**src/rtl/pmux_pkg.sv**
```systemverilog
// Shared helpers for the pmux pipeline: select-width derivation and the single 2:1 XOR/AND mux cell.
// The cell is defined once on a 1-bit lane; every datapath bit instantiates this same equation.
package pmux_pkg;

  function automatic int clog2_f(input int n);
    int r;
    r = 0;
    for (int i = 0; i < 31; i++) begin
      if ((1 << i) < n) r = i + 1;
    end
    return r;
  endfunction

  // Select width is derived from NUM only; a single candidate still carries one select bit.
  function automatic int selw_f(input int num);
    return (num < 2) ? 1 : clog2_f(num);
  endfunction

  function automatic logic mux2_f(input logic a, input logic b, input logic s);
    return ((a ^ b) & s) ^ a;
  endfunction

endpackage

```
**src/rtl/pmux_pipe_if.sv**
```systemverilog
// Handshake bundle for pmux_pipe: candidate set + select in, selected word out.
// master drives the candidates and OUT_READY; slave is the selector.
interface pmux_pipe_if import pmux_pkg::*; #(
  parameter int WIDTH = 8,
  parameter int NUM   = 8
);
  localparam int SELW = selw_f(NUM);

  logic                  in_valid;
  logic                  in_ready;
  logic [NUM*WIDTH-1:0]  in_data;
  logic [SELW-1:0]       in_sel;
  logic                  out_valid;
  logic                  out_ready;
  logic [WIDTH-1:0]      out_data;

  modport master (
    output in_valid, in_data, in_sel, out_ready,
    input  in_ready, out_valid, out_data
  );

  modport slave (
    input  in_valid, in_data, in_sel, out_ready,
    output in_ready, out_valid, out_data
  );
endinterface

```
**src/rtl/pmux_level.sv**
```systemverilog
// One registered halving of the candidate set on select bit 0; 1-cycle latency.
// Forwards valid and the upper select bits; on stall every register holds, bubbles included.
module pmux_level import pmux_pkg::*; #(
  parameter int WIDTH  = 8,
  parameter int IN_NUM = 2,
  parameter int SW     = 1,
  localparam int SO    = (SW > 1) ? SW - 1 : 1,
  localparam int OUT_W = (IN_NUM / 2) * WIDTH
) (
  input  logic                    clk,
  input  logic                    srst_n,
  input  logic                    stall,
  input  logic                    in_vld,
  input  logic [IN_NUM*WIDTH-1:0] in_dat,
  input  logic [SW-1:0]           in_sel,
  output logic                    out_vld,
  output logic [OUT_W-1:0]        out_dat,
  output logic [SO-1:0]           out_sel
);
  logic [OUT_W-1:0] mux_dat;

  // Pair j: A = word 2j, B = word 2j+1, S = lowest remaining select bit.
  for (genvar j = 0; j < IN_NUM / 2; j++) begin : g_pair
    for (genvar b = 0; b < WIDTH; b++) begin : g_bit
      assign mux_dat[j*WIDTH+b] = mux2_f(in_dat[2*j*WIDTH+b], in_dat[(2*j+1)*WIDTH+b], in_sel[0]);
    end
  end

  logic             vld_q, vld_d;
  logic [OUT_W-1:0] dat_q, dat_d;
  logic [SO-1:0]    sel_q, sel_d;

  always_comb begin
    vld_d = vld_q;
    dat_d = dat_q;
    sel_d = sel_q;
    if (!stall) begin
      vld_d = in_vld;
      dat_d = mux_dat;
      sel_d = SO'(in_sel >> 1);
    end
  end

  always_ff @(posedge clk) begin
    if (!srst_n) begin
      vld_q <= 1'b0;
      dat_q <= '0;
      sel_q <= '0;
    end else begin
      vld_q <= vld_d;
      dat_q <= dat_d;
      sel_q <= sel_d;
    end
  end

  assign out_vld = vld_q;
  assign out_dat = dat_q;
  assign out_sel = sel_q;
endmodule

```
**src/rtl/pmux_pipe.sv**
```systemverilog
// Pipelined N:1 selector from XOR/AND mux cells, SELW-cycle latency, full throughput; any stall freezes all levels.
// PMUX_PIPE_SKID_EN adds a 2-entry output skid (latency SELW+1) and makes IN_READY a register.
module pmux_pipe import pmux_pkg::*; #(
  parameter int WIDTH = 8,
  parameter int NUM   = 8
) (
  input logic        CLK,
  input logic        SRST_N,
  pmux_pipe_if.slave bus
);
  localparam int SELW = selw_f(NUM);

  logic stall;

  for (genvar l = 0; l < SELW; l++) begin : g_lvl
    localparam int IN_N = NUM >> l;
    localparam int SW   = SELW - l;
    localparam int SO   = (SW > 1) ? SW - 1 : 1;

    logic                        vld_i;
    logic [IN_N*WIDTH-1:0]       dat_i;
    logic [SW-1:0]               sel_i;
    logic                        vld_o;
    logic [(IN_N/2)*WIDTH-1:0]   dat_o;
    logic [SO-1:0]               sel_o;

    if (l == 0) begin : g_src
      assign vld_i = bus.in_valid;
      assign dat_i = bus.in_data;
      assign sel_i = bus.in_sel;
    end else begin : g_chain
      assign vld_i = g_lvl[l-1].vld_o;
      assign dat_i = g_lvl[l-1].dat_o;
      assign sel_i = g_lvl[l-1].sel_o;
    end

    pmux_level #(
      .WIDTH  (WIDTH),
      .IN_NUM (IN_N),
      .SW     (SW)
    ) u_level (
      .clk     (CLK),
      .srst_n  (SRST_N),
      .stall   (stall),
      .in_vld  (vld_i),
      .in_dat  (dat_i),
      .in_sel  (sel_i),
      .out_vld (vld_o),
      .out_dat (dat_o),
      .out_sel (sel_o)
    );
  end

  logic             last_vld;
  logic [WIDTH-1:0] last_dat;
  logic             unused_sel;

  assign last_vld   = g_lvl[SELW-1].vld_o;
  assign last_dat   = g_lvl[SELW-1].dat_o;
  assign unused_sel = ^g_lvl[SELW-1].sel_o;

`ifdef PMUX_PIPE_SKID_EN
  logic [1:0]       cnt_q, cnt_d;
  logic [WIDTH-1:0] ent0_q, ent0_d, ent1_q, ent1_d;
  logic             rdy_q, rdy_d;
  logic             push, pop;

  // The pipe only advances while the skid had room at the last edge, so a push never overflows it.
  assign stall = ~rdy_q;
  assign push  = last_vld & rdy_q;
  assign pop   = (cnt_q != 2'd0) & bus.out_ready;

  always_comb begin
    ent0_d = ent0_q;
    ent1_d = ent1_q;
    if (pop) ent0_d = ent1_q;
    if (push) begin
      if ((cnt_q == 2'd0) || ((cnt_q == 2'd1) && pop)) ent0_d = last_dat;
      else                                             ent1_d = last_dat;
    end
    cnt_d = cnt_q + {1'b0, push} - {1'b0, pop};
    rdy_d = (cnt_d != 2'd2);
  end

  always_ff @(posedge CLK) begin
    if (!SRST_N) begin
      cnt_q  <= 2'd0;
      ent0_q <= '0;
      ent1_q <= '0;
      rdy_q  <= 1'b1;
    end else begin
      cnt_q  <= cnt_d;
      ent0_q <= ent0_d;
      ent1_q <= ent1_d;
      rdy_q  <= rdy_d;
    end
  end

  assign bus.in_ready  = rdy_q;
  assign bus.out_valid = (cnt_q != 2'd0);
  assign bus.out_data  = ent0_q;
`else
  assign stall         = last_vld & ~bus.out_ready;
  assign bus.in_ready  = ~stall;
  assign bus.out_valid = last_vld;
  assign bus.out_data  = last_dat;
`endif
endmodule

```
**src/flat_wrapper.sv**
```systemverilog
// flat-port wrapper written by rule: the top's interface ports become plain ports
module pmux_pipe_flat import pmux_pkg::*;
#(
  parameter int WIDTH = 8,
  parameter int NUM   = 8
)
  (CLK, SRST_N, bus_in_valid, bus_in_data, bus_in_sel, bus_out_ready, bus_in_ready, bus_out_valid, bus_out_data);
  pmux_pipe_if #(.WIDTH(WIDTH), .NUM(NUM)) bus_i ();
  input logic CLK;
  input logic SRST_N;
  input wire logic [$bits(bus_i.in_valid)-1:0] bus_in_valid;
  input wire logic [$bits(bus_i.in_data)-1:0] bus_in_data;
  input wire logic [$bits(bus_i.in_sel)-1:0] bus_in_sel;
  input wire logic [$bits(bus_i.out_ready)-1:0] bus_out_ready;
  output wire logic [$bits(bus_i.in_ready)-1:0] bus_in_ready;
  output wire logic [$bits(bus_i.out_valid)-1:0] bus_out_valid;
  output wire logic [$bits(bus_i.out_data)-1:0] bus_out_data;
  assign bus_i.in_valid = bus_in_valid;
  assign bus_i.in_data = bus_in_data;
  assign bus_i.in_sel = bus_in_sel;
  assign bus_i.out_ready = bus_out_ready;
  assign bus_in_ready = bus_i.in_ready;
  assign bus_out_valid = bus_i.out_valid;
  assign bus_out_data = bus_i.out_data;
  pmux_pipe #(.WIDTH(WIDTH), .NUM(NUM)) u_core (.CLK(CLK), .SRST_N(SRST_N), .bus(bus_i));
endmodule
```
**config.mk**
```make
export PLATFORM = sky130hd
export DESIGN_NAME = pmux_pipe_flat
export DESIGN_NICKNAME = d
export VERILOG_FILES = /design/src/rtl/pmux_pkg.sv /design/src/rtl/pmux_pipe_if.sv /design/src/rtl/pmux_level.sv /design/src/rtl/pmux_pipe.sv /design/src/flat_wrapper.sv
export SDC_FILE = /design/constraint.sdc
export NUM_CORES = 1
export LEC_CHECK = 0
export ABC_AREA = 1
export BUFFER_PORTS_ARGS = -buffer_cell sky130_fd_sc_hd__clkbuf_2
export CORE_MARGIN = 2
export CORE_UTILIZATION = 40
export CTS_BUF_LIST = sky130_fd_sc_hd__clkbuf_4 sky130_fd_sc_hd__clkbuf_8
export CTS_CLUSTER_SIZE = 25
export DETAILED_ROUTE_END_ITERATION = 12
export SLEW_MARGIN = 20
export SYNTH_ARGS = -nofsm -noshare
export SYNTH_HDL_FRONTEND = slang
export SYNTH_SLANG_ARGS = --single-unit
export TNS_END_PERCENT = 10
```
**constraint.sdc**
```tcl
create_clock -name CLK -period 1.37 [get_ports CLK]
set_clock_uncertainty 0.15 [all_clocks]
set_input_delay 0.0685 -clock CLK [delete_from_list [all_inputs] [get_ports CLK]]
set_output_delay 0.0685 -clock CLK [all_outputs]
set_load 0.01 [all_outputs]
```
==> results of run 1 <==
sequential cells by signal, summed over array words and instances, names as in the netlist:
signal / count
u_core.g_lvl.u_level.out_dat: 56
u_core.g_lvl.u_level.out_vld: 3
u_core.g_lvl.u_level.out_sel: 3
routing by layer:
layer / track usage / vias up / wire [um]
met5: 0 / - / 0
met4: 0.104 / 0 / 172
met3: 0.0387 / 13 / 446
met2: 0.383 / 96 / 4590
met1: 0.276 / 1568 / 4280
li1: - / 1973 / -
worst max-delay path: stages (launching register included):
cell      delay (ns)
dfxtp_4         0.37
inv_2           0.05
nor2_4          0.11
buf_12          0.11
inv_1           0.03
clkbuf_2        0.11
Yosys cell counts:
master	n
o21a_1	1
buf_4	1
nor2_1	122
clkbuf_1	8
nand2_1	234
nor2_4	1
inv_1	62
buf_2	18
nand3_1	56
dfxtp_1	62
buf_1	5
buf_6	5
clkinv_1	1
inv_2	2
cell type report:
cell class	instances	area, um^2
Sequential cell	62	1240
Clock inverter	1	5.00
Clock buffer	15	175
Fill cell	799	3430
Multi-Input combinational cell	414	1640
Timing Repair Buffer	162	1270
Tap cell	105	131
Inverter	65	244
per-stage QoR:
stage | worst slack (ns) | hold WS [ns] | instance area [um^2] | power, mW
6_report | 0.0423 | 0.0575 | 4710 | 4.37
5_1_grt | 0.00285 | 0.0708 | 4710 | 4.62
4_1_cts | 0.00777 | 0.0516 | 4700 | 4.40
3_5_place_dp | 0.183 | 0.160 | 3790 | 2.77
3_3_place_gp | 0.201 | 0.150 | 3790 | 2.75
2_1_floorplan | 0.147 | 0.0534 | 3320 | 2.53
power by group through the flow:
stage,clock network [mW],logic [mW],registers (mW)
3_5_place_dp,0,0.719,2.05
3_3_place_gp,0,0.708,2.05
2_1_floorplan,0,0.489,2.04
5_1_grt,1.58,1.02,2.02
4_1_cts,1.50,0.882,2.01
6_report,1.47,0.890,2.01
path summary, 6_finish.rpt:
| check | endpoint | slack [ns] |
|---|---|---|
| setup / recovery | bus_in_ready | 0.04 |
| hold / removal | u_core.g_lvl[2].u_level.out_vld | 0.06 |
| setup reg to reg | u_core.g_lvl[0].u_level.out_sel[0] | 0.06 |
| hold reg to reg | u_core.g_lvl[2].u_level.out_vld | 0.32 |
repair_timing:
item / CTS / global route
gates cloned: 1 / 0
endpoints found under the setup margin: 2 / 18
pin swaps: 1 / 1
endpoints found under the hold margin: 35 / 0
gates resized for setup: 2 / 4
setup buffers: 2 / 0
hold buffers: 67 / 0
cells by family after synthesis:
| group | Yosys count |
|---|---|
| simple gates | 413 |
| buf+inv | 102 |
| compound gates | 1 |
| flops | 62 |
==> results.json, run 1 <==
{
  "status": "finished clean",
  "clkLatencyLatePin_ns": 0.33,
  "cts_max_level": 3,
  "mostFrequentLayoutCell": "nand2_1",
  "criticalPathCategory": "flip-flop to output pin",
  "comb_power_share": 0.204,
  "switching_share": 0.273,
  "relSlewSlack": 0.778,
  "r2r_cells": 7,
  "drt_iter0_markers": 199,
  "numClockSinks": 62,
  "rows": 33,
  "critPathLaunch": "u_core.g_lvl[2].u_level.out_vld",
  "power_density_nw_per_um2": 928,
  "yosys.area_share.simple": 0.490,
  "antenna_cells": 0,
  "first_global_vias": 3608,
  "die_x_um": 95.2,
  "grt_max_degree": 63,
  "vias_per_cell": 4.43,
  "drive_gt1_frac": 0.160,
  "netlist_instances": 578,
  "cp-end-kind": "output pin",
  "peakVddDrop_mv": 0.493,
  "finalSetupViolations": 0,
  "synth_warnings": 0,
  "ys_seq_area_frac": 0.373,
  "syn-cell-area_um2": 3320,
  "post_synth_mux_area_share": 0,
  "synth_compound_gate_area_share": 0.00226,
  "core_area_um2": 8130,
  "hold_path.class": "input port to flip-flop",
  "route.detailed.drc": 0,
  "gp_congestion": 0.788,
  "die_h_um": 95.2,
  "antenna_found_initial": 0,
  "final.setup.tns_ns": 0,
  "seq_power_share": 0.460,
  "dp.cells": 738,
  "critical_path.reg2reg.startpoint": "u_core.g_lvl[2].u_level.out_vld",
  "num_io_pins": 81,
  "tightest_slew_ns": 0.334,
  "hold_depth": 3,
  "synth_fa_ha_area_frac": 0,
  "dpl.hpwl_um": 5300,
  "clkTransAtPathRegs_ns": 0.06,
  "cts_tree": "built",
  "p_int_mw": 3.17,
  "syn_area_per_cell_um2": 5.75,
  "wl_um": 9490,
  "cts_buffers": 9,
  "synth_fp_nets": 649,
  "clockBufferDepth": 2,
  "port_buffers": 80,
  "cts-root-buf": "clkbuf_8",
  "ys_types": 14,
  "ant_nets": 0,
  "fmax_mhz": 753,
  "wl_per_cell_um": 11.5,
  "netSwitchingPower_mw": 1.19,
  "yosysTopAreaCellShare": 0.373,
  "grt_overflow_total": 0,
  "cap_viol_max_count": 0,
  "fin_util": 0.579,
  "synth_top_area_cell": "dfxtp_1",
  "min-delay-start": "SRST_N",
  "crit_fanout": 3,
  "stdcell_count": 824,
  "synth_xor_xnor_area_share": 0,
  "area_growth_pct": 41.6,
  "finalMaxSlewViolations": 0,
  "grt_usage": 0.225,
  "yosys-top-cells-area": "dfxtp_1, nand2_1, nor2_1, nand3_1, inv_1",
  "grt_setup_unrepaired": "false",
  "synth-seq-cells": 62,
  "fin_crit_ns": 1.33,
  "dr.pass1.iters": 4,
  "finalCritPeriodShare": 0.969,
  "nNetsFinal": 785,
  "crit_required_ns": 1.15,
  "hold_viol_final": 0,
  "worst_setup_path_start_kind": "flip-flop",
  "power.share.clock": 0.336,
  "vias": 3650,
  "arrival_ns": 1.11,
  "final_cell_mix": "nand2_1, nor2_1, clkbuf_2",
  "leakage_nw": 2.44,
  "dieArea_um2": 9050,
  "grt_pass1_wl_um": 15900,
  "synth_top_family_by_area": "simple AND/OR/NAND/NOR gates",
  "start_util": 0.409
}
No activity file was read; power rests on OpenSTA's default activity.
==> inputs of run 2 (changes only) <==
clock period = 1.3 ns   (was 1.37 ns; I/O delays follow)
==> results.json, run 2 (same netlist as run 1, synthesis figures left out) <==
{
  "finalSetupViolations": 1,
  "dr.pass1.iters": 4,
  "cts_buffers": 9,
  "leakage_nw": 2.47,
  "nNetsFinal": 786,
  "whs_ns": 0.0460,
  "finalMaxSlewViolations": 0,
  "grt_pass1_wl_um": 15400,
  "wl_um": 9510,
  "clockBufferDepth": 2,
  "multiInputGateArea_um2": 1640,
  "die_h_um": 95.2,
  "grt_overflow_total": 0,
  "hold_path.class": "input port to flip-flop",
  "fin_util": 0.588,
  "cts_tree": "built",
  "clkLatencyLatePin_ns": 0.34,
  "drive_gt1_frac": 0.161,
  "rows": 33,
  "area_growth_pct": 43.9,
  "drt_iter0_markers": 157,
  "relSlewSlack": 0.806,
  "gp_congestion": 0.808,
  "final.setup.tns_ns": -0.00899,
  "tightest_slew_ns": 0.290,
  "place_ws_ns": 0.113,
  "status": "finished, violations left",
  "peakVddDrop_mv": 0.404,
  "violations": "negative setup slack",
  "mostFrequentLayoutCell": "nand2_1",
  "hold_depth": 3,
  "finalCritPeriodShare": 1.01,
  "fmax_mhz": 764,
  "ant_nets": 0,
  "cp-end-kind": "output pin",
  "hold_end": "u_core.g_lvl[2].u_level.out_vld",
  "first_global_vias": 3367,
  "final_cell_mix": "nand2_1, nor2_1, clkbuf_2",
  "r2r_cells": 6,
  "wl_per_cell_um": 11.5,
  "start_util": 0.409,
  "hold_viol_final": 0,
  "min-delay-start": "SRST_N",
  "largest_reg_flops": 56,
  "numClockSinks": 62,
  "fin_ws_ns": -0.00899,
  "die_x_um": 95.2,
  "ff2ff_setup_slack_ns": 0.03,
  "fin_crit_ns": 1.31,
  "regToRegEndpoint": "u_core.g_lvl[0].u_level.out_dat[18]",
  "criticalPathCategory": "flip-flop to output pin",
  "cap_viol_max_count": 0,
  "fillers": 792,
  "clkTransAtPathRegs_ns": 0.06,
  "seq_area_um2": 1240,
  "grt_usage": 0.217,
  "vias": 3580,
  "dpl.hpwl_um": 5230,
  "num_io_pins": 81,
  "dieArea_um2": 9050,
  "critical_path.reg2reg.startpoint": "u_core.g_lvl[2].u_level.out_vld",
  "vias_per_cell": 4.34,
  "cts-root-buf": "clkbuf_8",
  "dp.cells": 738,
  "crit_required_ns": 1.09,
  "power_density_nw_per_um2": 996,
  "route.detailed.drc": 0,
  "critPathLaunch": "u_core.g_lvl[2].u_level.out_vld",
  "cts_max_level": 3,
  "antenna_cells": 0,
  "grt_setup_unrepaired": "true",
  "crit_fanout": 3,
  "antenna_found_initial": 0,
  "arrival_ns": 1.09,
  "grt_max_degree": 63,
  "core_area_um2": 8130,
  "worst_setup_path_start_kind": "flip-flop",
  "port_buffers": 80,
  "stdcell_count": 824
}
-- run 2: final cells by class --
class                   count  share of cell area
well taps                 105              0.0275
multi-input cells         414               0.342
inverters                  65              0.0515
clock buffers              11              0.0303
repair buffers            163               0.279
flip-flops and latches     62               0.260
clock inverters             4             0.00994
-- run 2: worst max path at each step --
stage | cells after the start | to | slack [ns]
final | 5 | bus_in_ready | -0.009
after floorplan | 5 | u_core.g_lvl[0].u_level.out_dat[22] | 0.08
after global routing | 5 | bus_in_ready | -0.05
after global placement | 6 | u_core.g_lvl[0].u_level.out_sel[0] | 0.13
after detailed placement | 6 | u_core.g_lvl[1].u_level.out_sel | 0.11
after CTS | 5 | bus_in_ready | -0.04
-- run 2: power breakdown --
part | leakage, nW | switching [mW] | internal [mW] | total (mW)
Sequential | 0.513 | 0.0785 | 2.04 | 2.12
Clock | 0.0986 | 0.751 | 0.942 | 1.69
Combinational | 1.86 | 0.483 | 0.468 | 0.951
-- run 2: repair_timing --
action / in CTS / in global routing
hold endpoints to repair: 35 / 0
pin swaps: 1 / 1
setup buffers: 2 / 0
endpoints found under the setup margin: 2 / 48
resized for setup: 3 / 7
gates cloned: 1 / 1
hold buffers: 67 / 0
-- run 2: per-layer routing --
layer,vias up,wire [um],global-route usage
li1,1972,-,-
met1,1502,4420,0.283
met2,93,4470,0.358
met3,13,463,0.0356
met4,0,152,0.0833
met5,-,0,0
-- run 2: critical path, stage by stage (launching register included) --
cell	delay [ns]
dfxtp_4	0.37
inv_2	0.04
nor2_4	0.11
buf_12	0.12
inv_4	0.02
buf_6	0.10
-- run 2: metrics by stage --
stage               cell area (um^2)  power [mW]
detailed placement              3830        2.93
global route                    4780        5.03
floorplan                       3320        2.66
CTS                             4740        4.77
finish                          4780        4.77
global placement                3830        2.92
==> inputs of run 3 (changes only) <==
TNS_END_PERCENT = unset   (was 10)
==> results.json, run 3 (same netlist as run 1, synthesis figures left out) <==
{
  "criticalPathCategory": "flip-flop to output pin",
  "port_buffers": 80,
  "rows": 33,
  "fin_ws_ns": -0.0102,
  "hold_viol_final": 0,
  "vias": 3595,
  "max_stage_delay_ns": 0.37,
  "comb_power_share": 0.200,
  "grt_max_degree": 63,
  "wl_um": 9510,
  "stdcell_count": 824,
  "cts_max_level": 3,
  "power_density_nw_per_um2": 997,
  "tightest_slew_ns": 0.294,
  "area_growth_pct": 43.9,
  "grt_overflow_total": 0,
  "arrival_ns": 1.10,
  "dp.cells": 738,
  "die_h_um": 95.2,
  "wl_per_cell_um": 11.5,
  "crit_fanout": 3,
  "hold_path.class": "input port to flip-flop",
  "antenna_cells": 0,
  "cts_buffers": 9,
  "critical_path.reg2reg.startpoint": "u_core.g_lvl[2].u_level.out_vld",
  "cp_top_family": "flip-flops",
  "worst_setup_path_start_kind": "flip-flop",
  "p_int_mw": 3.45,
  "cp_num_buf_inv": 4,
  "peakVddDrop_mv": 0.404,
  "fin_area_um2": 4780,
  "drt_iter0_markers": 128,
  "core_area_um2": 8130,
  "largest_reg_flops": 56,
  "ant_nets": 0,
  "min-delay-start": "SRST_N",
  "netSwitchingPower_mw": 1.32,
  "finalCritPeriodShare": 1.01,
  "seq_power_share": 0.444,
  "finalSetupViolations": 1,
  "cts-root-buf": "clkbuf_8",
  "final_cell_mix": "nand2_1, nor2_1, clkbuf_2",
  "leakage_nw": 2.47,
  "clockBufferDepth": 2,
  "finalMaxSlewViolations": 0,
  "fmax_mhz": 763,
  "cap_viol_max_count": 0,
  "dr.pass1.iters": 4,
  "num_io_pins": 81,
  "switching_share": 0.276,
  "hold_end": "u_core.g_lvl[2].u_level.out_vld",
  "vias_per_cell": 4.36,
  "critPathSlowestCell": "dfxtp_4",
  "hold_depth": 3,
  "gp_congestion": 0.808,
  "grt_setup_unrepaired": "true",
  "drive_gt1_frac": 0.161,
  "power.share.clock": 0.356,
  "fin_crit_ns": 1.31,
  "clkTransAtPathRegs_ns": 0.06,
  "numClockSinks": 62,
  "status": "finished, violations left",
  "dieArea_um2": 9050,
  "grt_pass1_wl_um": 15400,
  "ff2ff_setup_slack_ns": 0.03,
  "cts_tree": "built",
  "start_util": 0.409,
  "nNetsFinal": 786,
  "route.detailed.drc": 0,
  "crit_required_ns": 1.09,
  "mostFrequentLayoutCell": "nand2_1",
  "first_global_vias": 3367,
  "antenna_found_initial": 0,
  "dpl.hpwl_um": 5230,
  "clkLatencyLatePin_ns": 0.34,
  "final.setup.tns_ns": -0.0102,
  "violations": "negative setup slack",
  "place_ws_ns": 0.113,
  "placed_area_um2": 3830,
  "die_x_um": 95.2,
  "crit_chain": "inv_2 -> nor2_4 -> buf_12 -> inv_4 -> buf_6",
  "cp-end-kind": "output pin",
  "grt_usage": 0.217,
  "regToRegEndpoint": "u_core.g_lvl[0].u_level.out_dat[12]",
  "relSlewSlack": 0.804,
  "total_power_mw": 4.77,
  "r2r_cells": 6
}
==> run 3: cell counts in the layout (fill, tap and decap cells not counted) <==
No cell type changed its count.
==> run 3: final cells by class <==
class	count	area (um^2)
clock buffers	11	145
multi-input cells	414	1640
repair buffers	163	1330
well taps	105	131
fillers	792	3350
clock inverters	4	47.5
flip-flops and latches	62	1240
inverters	65	246
==> run 3: worst max path at each step <==
stage | endpoint | from | cells after the start | slack [ns]
detailed placement | u_core.g_lvl[1].u_level.out_sel | u_core.g_lvl[2].u_level.out_vld | 6 | 0.11
floorplan | u_core.g_lvl[0].u_level.out_dat[22] | u_core.g_lvl[2].u_level.out_vld | 5 | 0.08
global route | bus_in_ready | u_core.g_lvl[2].u_level.out_vld | 5 | -0.05
global placement | u_core.g_lvl[0].u_level.out_sel[0] | u_core.g_lvl[2].u_level.out_vld | 6 | 0.13
finish | bus_in_ready | u_core.g_lvl[2].u_level.out_vld | 5 | -0.01
CTS | bus_in_ready | u_core.g_lvl[2].u_level.out_vld | 5 | -0.04
==> run 3: metrics by stage <==
step,hold WS (ns),utilization
6_report,0.0429,0.588
5_1_grt,0.0571,0.588
4_1_cts,0.0390,0.583
3_5_place_dp,0.157,0.471
3_3_place_gp,0.140,0.471
2_1_floorplan,0.0499,-
==> run 3: per-layer routing <==
metal	wire length, um	global-route usage	vias up
met3	428	0.0356	13
met4	152	0.0833	0
li1	-	-	1974
met2	4460	0.358	89
met5	0	0	-
met1	4470	0.283	1519
==> run 3: worst reg2reg max path, delay by kind of cell (launching register included) <==
kind | cells | cell delay [ns]
simple gates | 3 | 0.28
buf+inv | 3 | 0.42
flops | 1 | 0.37
==> run 3: repair_timing <==
| action | 4_1_cts | 5_1_grt |
|---|---|---|
| endpoints found under the setup margin | 2 | 48 |
| resized for setup | 3 | 7 |
| setup buffers | 2 | 0 |
| endpoints found under the hold margin | 35 | 0 |
| hold buffers | 67 | 0 |
| pin swaps | 1 | 1 |
| cloned | 1 | 1 |
==> run 3: power by group through the flow <==
stage	Sequential (mW)	Combinational (mW)	Clock, mW
2_1_floorplan	2.15	0.515	0
3_3_place_gp	2.16	0.758	0
3_5_place_dp	2.16	0.764	0
4_1_cts	2.12	0.932	1.72
5_1_grt	2.13	1.09	1.81
6_report	2.12	0.952	1.70
